`config.mk`:
```
export PLATFORM = sky130hd
export DESIGN_NAME = reg_dump_streamer
export DESIGN_NICKNAME = d
export VERILOG_FILES = /design/src/rtl/cpu_dbg_pkg.sv /design/src/rtl/reg_dump_trigger.sv /design/src/rtl/reg_dump_streamer.sv
export SDC_FILE = /design/constraint.sdc
export NUM_CORES = 1
export LEC_CHECK = 0
export CAP_MARGIN = 15
export CORE_MARGIN = 2
export CORE_UTILIZATION = 44
export DETAILED_ROUTE_END_ITERATION = 7
export HOLD_SLACK_MARGIN = 0.03
export PLACE_DENSITY = 0.78
export SETUP_SLACK_MARGIN = 0.02
export SLEW_MARGIN = 20
export SYNTH_ARGS = -nofsm -noshare
export SYNTH_HDL_FRONTEND = slang
export SYNTH_SLANG_ARGS = --single-unit
```
`constraint.sdc`:
```
create_clock -name clk_i -period 1.9 [get_ports clk_i]
set_input_delay 0.475 -clock clk_i [delete_from_list [all_inputs] [get_ports clk_i]]
set_output_delay 0.475 -clock clk_i [all_outputs]
set_load 0.01 [all_outputs]
```
`src/rtl/cpu_dbg_pkg.sv`:
```
// Shared debug-dump types and defaults.
// State encoding plus register-file geometry.
package cpu_dbg_pkg;
  typedef enum logic [1:0] {
    IDLE,
    HALT,
    SEND,
    DONE
  } state_t;

  localparam int DEFAULT_END_COUNT = 25;
  localparam int REG_ADDR_W        = 5;
  localparam int DATA_W            = 32;
endpackage

```
`src/rtl/reg_dump_trigger.sv`:
```
// Dump trigger: saturating post-reset counter OR start pulse.
// Ports: clk_i, rst_i (async low), arm_i, start_i -> trig_o.
module dump_trigger #(
  parameter int END_COUNT = 25
) (
  input  logic clk_i,
  input  logic rst_i,
  input  logic arm_i,
  input  logic start_i,
  output logic trig_o
);
  import cpu_dbg_pkg::*;

  localparam int CW =
    (END_COUNT > 0) ? $clog2(END_COUNT + 1) : 1;
  localparam logic [CW-1:0] SAT = CW'(END_COUNT);
  localparam logic [CW-1:0] LAST =
    CW'((END_COUNT > 0) ? END_COUNT - 1 : 0);
  localparam bit AUTO = (END_COUNT != 0);

  logic [CW-1:0] count_q;

  always_ff @(posedge clk_i or negedge rst_i) begin
    if (!rst_i) begin
      count_q <= '0;
    end else if (arm_i && count_q != SAT) begin
      count_q <= count_q + 1'b1;
    end
  end

  // count_q==LAST means this edge is the END_COUNT-th one
  assign trig_o = arm_i &
    (start_i | (AUTO & (count_q == LAST)));
endmodule

```
`src/rtl/reg_dump_streamer.sv`:
```
// Halts the CPU and streams {index, value} beats of the RF.
// Ports: clk_i, rst_i, start_i, halt_o, rf_*, dump_*, done_o.
module reg_dump_streamer #(
  parameter int END_COUNT = cpu_dbg_pkg::DEFAULT_END_COUNT,
  parameter int NUM_REGS  = 13,
  parameter int DATA_W    = cpu_dbg_pkg::DATA_W,
  parameter int ADDR_W    = cpu_dbg_pkg::REG_ADDR_W
) (
  input  logic              clk_i,
  input  logic              rst_i,
  input  logic              start_i,
  output logic              halt_o,
  output logic [ADDR_W-1:0] rf_raddr_o,
  input  logic [DATA_W-1:0] rf_rdata_i,
  output logic              dump_valid_o,
  input  logic              dump_ready_i,
  output logic [ADDR_W-1:0] dump_idx_o,
  output logic [DATA_W-1:0] dump_data_o,
  output logic              done_o
);
  import cpu_dbg_pkg::*;

  localparam logic [ADDR_W-1:0] LAST =
    ADDR_W'(NUM_REGS - 1);

  state_t            state_q;
  state_t            state_d;
  logic [ADDR_W-1:0] idx_q;
  logic [ADDR_W-1:0] idx_d;
  logic [DATA_W-1:0] data_q;
  logic [DATA_W-1:0] data_d;
  logic              idle;
  logic              trig;
  logic              is_last;

  assign idle    = (state_q == IDLE);
  assign is_last = (idx_q == LAST);

  dump_trigger #(
    .END_COUNT(END_COUNT)
  ) u_trig (
    .clk_i  (clk_i),
    .rst_i  (rst_i),
    .arm_i  (idle),
    .start_i(start_i),
    .trig_o (trig)
  );

  always_ff @(posedge clk_i or negedge rst_i) begin
    if (!rst_i) begin
      state_q <= IDLE;
      idx_q   <= '0;
      data_q  <= '0;
    end else begin
      state_q <= state_d;
      idx_q   <= idx_d;
      data_q  <= data_d;
    end
  end

  always_comb begin
    state_d      = state_q;
    idx_d        = idx_q;
    data_d       = data_q;
    halt_o       = 1'b0;
    rf_raddr_o   = '0;
    dump_valid_o = 1'b0;
    done_o       = 1'b0;
    unique case (state_q)
      IDLE: begin
        if (trig) state_d = HALT;
      end
      HALT: begin
        halt_o  = 1'b1;
        state_d = SEND;
        idx_d   = '0;
        data_d  = rf_rdata_i;
      end
      SEND: begin
        halt_o       = 1'b1;
        dump_valid_o = 1'b1;
        // prefetch next register so beats go 1/cycle
        rf_raddr_o   = is_last ? '0 : idx_q + 1'b1;
        if (dump_ready_i) begin
          if (is_last) begin
            state_d = DONE;
          end else begin
            idx_d  = idx_q + 1'b1;
            data_d = rf_rdata_i;
          end
        end
      end
      DONE: begin
        halt_o = 1'b1;
        done_o = 1'b1;
      end
      default: state_d = IDLE;
    endcase
  end

  assign dump_idx_o  = idx_q;
  assign dump_data_o = data_q;
endmodule
```
==> results of run 1 <==
-- sequential cells by signal, summed over array words and instances (netlist names) --
signal	count
dump_data_o	32
dump_idx_o	5
u_trig.count_q	5
state_q	2
-- power by group through the flow --
stage | Clock [µW] | Combinational (µW) | Sequential, µW
floorplan | 0 | 1570 | 1820
global placement | 0 | 3030 | 1630
detailed placement | 0 | 3090 | 1650
CTS | 550 | 3160 | 1640
global route | 585 | 3440 | 1690
finish | 526 | 3230 | 1640
-- routing by layer --
layer | global-route usage | wire (µm) | vias to the layer above
li1 | - | - | 756
met1 | 0.213 | 2070 | 809
met4 | 0.0808 | 129 | 0
met5 | 0 | 0 | -
met2 | 0.318 | 2740 | 45
met3 | 0.0434 | 194 | 12
-- path summary, 6_finish.rpt --
path                                   endpoint       startpoint  cells after the start  slack, ns
worst min-delay path             dump_data_o[3]            rst_i                      1       0.11
max in group asynchronous         dump_idx_o[3]            rst_i                      2       1.29
min in group clk_i              dump_data_o[26]  dump_data_o[26]                      1       0.51
worst max register to register  dump_data_o[13]       state_q[1]                      8       0.14
worst min register to register  dump_data_o[26]  dump_data_o[26]                      1       0.51
worst max-delay path              rf_raddr_o[4]    dump_idx_o[0]                      7      -0.20
-- cells in the final DEF, fill, tap and decap left out, types with 2 or more instances in the layout --
| master | instances |
|---|---|
| clkdlybuf4s50_1 | 67 |
| dfrtp_1 | 42 |
| buf_4 | 30 |
| mux2_4 | 28 |
| ha_1 | 8 |
| inv_1 | 6 |
| mux2_2 | 6 |
| clkbuf_8 | 5 |
| mux2i_1 | 4 |
| nand2_1 | 4 |
| xnor2_1 | 4 |
| nor2_1 | 4 |
| dlygate4sd2_1 | 4 |
| buf_12 | 4 |
| inv_2 | 3 |
| nand3_1 | 3 |
| nand4_1 | 3 |
| buf_2 | 3 |
| and3_4 | 2 |
| a21oi_2 | 2 |
| nor2b_1 | 2 |
| nand3_2 | 2 |
| a21oi_1 | 2 |
| nand4b_1 | 2 |
| a22o_1 | 2 |
| ha_4 | 2 |
| dfrtp_2 | 2 |
| dlymetal6s2s_1 | 2 |
| clkbuf_2 | 2 |
-- layout make-up --
| cell class | instances | area (µm²) | area share |
|---|---|---|---|
| Multi-Input combinational cell | 93 | 1030 | 0.301 |
| Inverter | 9 | 33.8 | 0.00991 |
| Clock buffer | 6 | 72.6 | 0.0213 |
| Sequential cell | 44 | 1100 | 0.324 |
| Tap cell | 67 | 83.8 | 0.0246 |
| Clock inverter | 1 | 5.00 | 0.00147 |
| Timing Repair Buffer | 114 | 1080 | 0.318 |
-- through the flow --
stage	setup TNS [ns]	util	cells	total power, µW	instance area [µm²]
floorplan	0	-	152	3390	2160
global placement	-1.00	0.683	321	4660	3230
detailed placement	-1.19	0.683	321	4750	3230
CTS	-0.522	0.712	332	5350	3360
global route	-0.886	0.722	334	5710	3410
finish	-0.570	0.722	334	5400	3410
-- cells by family after synthesis --
family	Yosys count	share of synthesized area
buffers and inverters	15	0.0451
AO/OA/AOI/OAI	11	0.0393
AND/OR/NAND/NOR	29	0.0827
XOR/XNOR	4	0.0162
flip-flops	44	0.509
adder cells (fa/ha/maj)	11	0.0636
multiplexers	38	0.244
-- repair_timing --
item | in CTS | in global routing
setup endpoints to repair | 8 | 32
gates resized for setup | 29 | 18
pin swaps | 0 | 4
endpoints found under the hold margin | 0 | 0
buffers inserted | 4 | 2
==> run metrics, run 1 <==
Critical Path RT=roughly 1.4 ns; layout net count=about 310; CTS clk-pin slew, worst paths=approximately 0.080 ns; switching share of total power=0.321; I/O Pins=81; Yosys top cell by area=dfrtp_1; Synth Area per Inst=about 14 µm²; Mapped Nets=199; RSZ-0062 raised after global routing=true; Area contributors post-synth=dfrtp_1 (51%), mux2_4 (19%), ha_1 (6.4%); Clock Latency Late Sink=~0.28 ns; CP top delay family=flip-flops; internal power=between 3000 and 4000 µW; Netlist Area Pre-Place=approximately 2200 µm²; Inserted Clock Buffers=5; Max Cap Viol=0; FF+latch count, synth=44; H-tree levels=2; Pwr Density=1580 nW/µm²; worst slew pin tran=approximately 0.40 ns; count leader, synth=dfrtp_1; CP max-delay cell=dfrtp_1; Die Wd=roughly 74 µm; gr usage total=0.182; largest net degree at the start of global routing=30; CP max stage delay=0.37 ns; hold slack=around 0.11 ns; failing checks=negative setup slack; Worst Skew=between 0.006 and 0.007 ns; ys flop type=dfrtp_1; starting density of the core=0.458; Peak VDD IR=1.14 mV; via count=1622; DR WL/cell=about 15 µm; Max Freq=about 480 MHz; status=finished with violations; drt via density=slightly below 5; DR pass1 iterations=4; switching power of the nets=approximately 1700 µW; post-synthesis sequential area ratio=0.509; fin crit share=1.11; Crit. End Element=output pin; gr ovfl total=0; final critical path time including I/O delays and setup=around 2.1 ns; Clock Tree Root=clkbuf_8; residual DRC count=0; startpoint types=flop; Clk pwr share=0.097; top cells by count, synth=dfrtp_1 (44), mux2_4 (28), ha_1 (11); share of the synthesized area in the top cell type=0.509; Total Wirelength=5130 µm; first-pass GRT wire length=~7700 µm; die height=between 70 and 80 µm; pre-CTS WS=-0.332 ns; GP Congestion=about 0.87; CTS Hold Buffers Added=0; FFs w/ async S/R, synth=1.00; crit path max fanout=3; post-DP HPWL=3810 µm; worst rel slew slack=0.732; CP Cell Sequence=buf_4 > ha_2 > nand3_2 > nor3_2 > a21oi_1 > nor2b_1 > clkdlybuf4s15_2; vias in the first global route=~1700; worst path bufs/invs=2; Synth Instances=152; clk buf depth=2; final hold violation count=0; initial DRC count=32; Pleak=around 0.0016 µW; cell row count=25; Comb pwr share=0.598; arrival time at the worst endpoint=around 1.6 ns; antenna cells=0; DRT antenna net count=0; Hold Crit Class=in -> async; die area=~5500 µm²; I/O Buffers=80; EDFF count, synth=0; Seq pwr share=0.305; final setup fails=3; initial antenna violation count=0; final setup margin=-0.200 ns; Slew Limit Fails=0; area delta synth->final=57.5%; filler instances=~330; Core Area=4720 µm²; Ys Warns=0; critical path class=reg -> out; count of cell types in the netlist=30; TritonCTS clock tree=done; layout cells sized above 1=0.382; CTS sink count=between 40 and 50
No activity file was read; power rests on OpenSTA's default activity.
==> inputs of run 2 (changes only) <==
Settings changed: SLEW_MARGIN 20 to 15.
==> results of run 2 <==
No change in the layout: final DEF, timing and power equal those of run 1.
==> inputs of run 3 (changes only) <==
Settings changed: CORE_UTILIZATION 44 to 61, CTS_BUF_LIST set to sky130_fd_sc_hd__clkbuf_8, DONT_BUFFER_PORTS set to 1, PLACE_DENSITY 0.78 to 0.75.
==> run 3 against run 2 <==
The run still ends with negative setup slack left. Clock skew increased by 0.0022 ns. Critical path depth decreased by 1. Clock-buffer cell count decreased by 1. Non-clock buffer count decreased by 96. Global-route usage increased by 2.0 points. Critical path type unchanged.
==> run metrics, run 3 (synthesis gave the netlist of run 1 again) <==
Max Cap Viol=0; crit path max fanout=4; most frequent cells in the layout=dfrtp_1 (43), mux2_4 (28), buf_4 (11); Clk pwr share=0.150; CP max-delay cell=dfrtp_1; Comb pwr share=0.453; worst rel slew slack=0.735; pre-CTS WS=about 0.054 ns; initial antenna violation count=0; arrival time at the worst endpoint=approximately 1.5 ns; gr ovfl total=0; Largest register FFs=32; CTS sink count=44; Die Wd=63.6 µm; Seq pwr share=0.396; area delta synth->final=17.2%; switching share of total power=0.356; R2R Setup Slk=0.08 ns; worst r2r path cells=8; DR WL/cell=just over 20 µm; WHS Endpoint=dump_data_o[8]; initial DRC count=112; Hold Crit Depth=1; HP Start=rf_rdata_i[8]; total power=between 4000 and 5000 µW; TritonCTS clock tree=done; final critical path time including I/O delays and setup=between 2 and 2.5 ns; capturing point of the worst reg2reg path=dump_data_o[27]; residual DRC count=0; starting density of the core=0.643; FF+latch area=between 1000 and 1500 µm²; internal power=~3100 µW; DR pass1 iterations=4; Worst Skew=0.00850 ns; Critical Path RT=1.42 ns; Clock Tree Root=clkbuf_8; status=finished with violations; critical path class=reg -> out; Max Freq=between 400 and 500 MHz; filler instances=between 200 and 250; commonest non-fill, non-tap cell in the layout=dfrtp_1; Clock Latency Late Sink=0.30 ns; failing checks=negative setup slack; Total Wirelength=roughly 4400 µm; clk buf depth=2; startpoint types=flop; I/O Buffers=0; R2R Path Start=dump_idx_o[0]; gr usage total=0.202; drt via density=around 5.7; Hold Crit Class=in -> reg; layout net count=~220; vias in the first global route=around 1200; area occupied by multi-input gates=just over 1000 µm²; Pwr Density=1900 nW/µm²; antenna cells=0; first-pass GRT wire length=6290 µm; H-tree levels=2; I/O Pins=81; Slew Limit Fails=0; Crit. End Element=output pin; final setup margin=-0.101 ns; Peak VDD IR=between 1 and 1.5 mV; Pleak=0.00120 µW; fin crit share=1.05; cell row count=21; die height=~64 µm; final setup fails=4; Inserted Clock Buffers=5; largest net degree at the start of global routing=between 40 and 50; die area=about 4000 µm²; CTS clk-pin slew, worst paths=~0.09 ns; Core Area=3360 µm²; DRT antenna net count=0; RSZ-0062 raised after global routing=true; GP Congestion=0.865; CP Cell Sequence=inv_1 > ha_2 > and2b_1 > a21oi_1 > mux2i_1 > nor2b_2; worst slew pin tran=0.398 ns; switching power of the nets=approximately 1700 µW; via count=about 1200; layout cells sized above 1=0.448; post-DP HPWL=~2700 µm; final hold violation count=0; CP max stage delay=approximately 0.40 ns
-- run 3: critical path: cells and delay by family, from the launching register on --
| family | cells | cell delay [ns] |
|---|---|---|
| AND/OR/NAND/NOR | 2 | 0.36 |
| adder cells (fa/ha/maj) | 1 | 0.19 |
| flip-flops | 1 | 0.40 |
| multiplexers | 1 | 0.10 |
| buffers and inverters | 1 | 0.07 |
| AO/OA/AOI/OAI | 1 | 0.12 |
-- run 3: worst max path at each step --
stage	start	endpoint	slack [ns]	cells past startpoint
after global routing	dump_idx_o[0]	rf_raddr_o[2]	-0.21	6
after global placement	dump_idx_o[0]	rf_raddr_o[2]	0.1	6
after CTS	dump_idx_o[0]	rf_raddr_o[2]	-0.14	6
after floorplan	state_q[0]	rf_raddr_o[3]	0.05	4
after detailed placement	state_q[0]	dump_data_o[2]	0.05	6
final	dump_idx_o[0]	rf_raddr_o[2]	-0.10	6
-- run 3: layout make-up --
cell class | instances | area share
Sequential cell | 44 | 0.435
Multi-Input combinational cell | 93 | 0.403
Timing Repair Buffer | 18 | 0.0809
Clock buffer | 5 | 0.0271
Tap cell | 46 | 0.0227
Clock inverter | 3 | 0.0183
Inverter | 9 | 0.0133
-- run 3: power groups by stage --
stage,clock [µW],sequential [µW],combinational (µW)
3_5_place_dp,0,1910,1740
6_report,723,1900,2180
4_1_cts,732,1900,1880
5_1_grt,787,1960,2320
3_3_place_gp,0,1890,1680
2_1_floorplan,0,1820,1570
-- run 3: layer usage --
layer	routed length (µm)	global-route usage	vias up
met4	70	0.0815	0
met1	1750	0.247	621
met3	311	0.0643	9
met2	2260	0.330	52
met5	0	0	-
li1	-	-	567
-- run 3: repair_timing --
action                     CTS  global route
cloned                       0             3
hold buffers                 2             0
pin swaps                    5             5
resized for setup           12             7
buffers inserted             3             4
setup endpoints to repair    5            35
hold endpoints to repair    44             0
-- run 3: stage by stage --
stage	cells	area, µm²	hold WS [ns]	TNS, ns	utilization
2_1_floorplan	152	2160	0.179	0	-
3_3_place_gp	198	2210	0.180	0	0.658
3_5_place_dp	198	2210	0.180	0	0.658
4_1_cts	211	2420	0.318	-0.284	0.720
5_1_grt	218	2540	0.304	-0.655	0.754
6_report	218	2540	0.319	-0.207	0.754
==> edit (config.mk and constraints of run 3) <==
The package constant `DEFAULT_END_COUNT` goes from 25 to 50.
--- a/src/rtl/cpu_dbg_pkg.sv
+++ b/src/rtl/cpu_dbg_pkg.sv
@@ -9,5 +9,5 @@
   } state_t;
 
-  localparam int DEFAULT_END_COUNT = 25;
+  localparam int DEFAULT_END_COUNT = 50;
   localparam int REG_ADDR_W        = 5;
   localparam int DATA_W            = 32;
Function: same outputs for any inputs over 10 cycles, from zero or initial values and one cycle with rst_i low; that may be too few to reach the edited logic, so the function may still have changed.
==> edit against run 3 <==
The run still ends with negative setup slack left. Combinational power fell by 10%. Power fell by 4.2%. Setup slack improved by 55 ps. Routed wire length fell by 2.1%. Sequential cell count rose by 1. Synthesized area rose by 2.3%. Highest routed layer unchanged. Final area fell by 1.0%. Via count rose by 3.2%.
==> edit: results (changes against run 3) <==
| Metric | Value |
|---|---|
| First-pass GRT wire length | `6810 um (was 6285 um)` |
| Vias in the first global route | `1,365 (was 1,237)` |
| Final setup vio count | `2 (was 4)` |
| Top cells by area, synth | `dfrtp_1, mux2_4, ha_1 (unchanged)` |
| Iteration-0 DRC Markers | `66 (was 112)` |
| DR pass1 iterations | `6 (was 4)` |
| Crit path DAT | `1470 ps (was 1530 ps)` |
| Post-synthesis adder-cell area fraction | `0.06222 (was 0.06362)` |
| Final WS setup | `-46.02 ps (was -100.8 ps)` |
| Met1 Wirelength | `1708 um (was 1754 um)` |
| Worst-Margin Slew | `410.3 ps (was 398.1 ps)` |
| Met1 Use GR | `0.2550 (was 0.2468)` |
| Leakage power | `1.140 nW (was 1.205 nW)` |
| Met2 WL | `2230 um (was 2256 um)` |
| Final setup TNS | `-47.16 ps (was -207.2 ps)` |
| Status | `complete, but fails checks (unchanged)` |
| VDD IR max | `885.6 uV (was 1035 uV)` |
| Final GP Congestion | `0.8344 (was 0.8648)` |
| Post-synthesis xor/xnor area fraction | `0.01584 (was 0.01619)` |
| Clock Skew | `6.587 ps (was 8.496 ps)` |
| Largest net degree at the start of global routing | `46 (was 45)` |
| CP max FO | `3 (was 4)` |
| Mux share of post-synthesis cell area | `0.2217 (was 0.2441)` |
| GR Util met2 | `0.3750 (was 0.3303)` |
| Violated checks | `negative setup slack (unchanged)` |
| Fill count | `216 (was 227)` |
| Post-layout util | `0.7348 (was 0.7541)` |
| Synth Area in Compound Gates | `0.05147 (was 0.03933)` |
| Pre-CTS setup slack | `26.28 ps (was 53.66 ps)` |
edit: kinds of logic after synthesis:
| kind of cell | Yosys count |
|---|---|
| AO/OA/AOI/OAI | 17 |
| multiplexers | 34 |
| AND/OR/NAND/NOR | 30 |
| buffers and inverters | 14 |
| XOR/XNOR | 4 |
| flip-flops | 45 |
| adder cells (fa/ha/maj) | 11 |
edit: cell type report:
cell class | count | area share
Timing Repair Buffer | 14 | 0.04786
Clock buffer | 5 | 0.02742
Inverter | 10 | 0.01496
Clock inverter | 3 | 0.01695
Tap cell | 46 | 0.02293
Multi-Input combinational cell | 96 | 0.4197
Sequential cell | 45 | 0.4501
edit: worst paths after layout:
check / cells past startpoint / start / slack (ps) / end
worst min register to register: 1 / u_trig.count_q[5] / 510 / u_trig.count_q[5]
max in group asynchronous: 2 / rst_i / 1020 / dump_idx_o[3]
worst max register to register: 5 / state_q[1] / 140 / dump_data_o[0]
min in group asynchronous: 2 / rst_i / 680 / dump_data_o[29]
worst min-delay path: 1 / rf_rdata_i[3] / 330 / dump_data_o[3]
worst max-delay path: 6 / dump_idx_o[1] / -50 / rf_raddr_o[2]
edit: power by group through the flow:
stage	combinational (W)	clock (W)	sequential, W
2_1_floorplan	0.00170	0	0.00186
3_3_place_gp	0.00169	0	0.00193
3_5_place_dp	0.00177	0	0.00196
4_1_cts	0.00193	0.000710	0.00195
5_1_grt	0.00213	0.000758	0.00201
6_report	0.00196	0.000694	0.00195
edit: repair_timing:
| action | 4_1_cts | 5_1_grt |
|---|---|---|
| setup buffers | 4 | 4 |
| endpoints found under the setup margin | 5 | 5 |
| resized for setup | 17 | 5 |
| pin swaps | 4 | 1 |
| hold buffers | 2 | 0 |
| hold endpoints to repair | 45 | 0 |
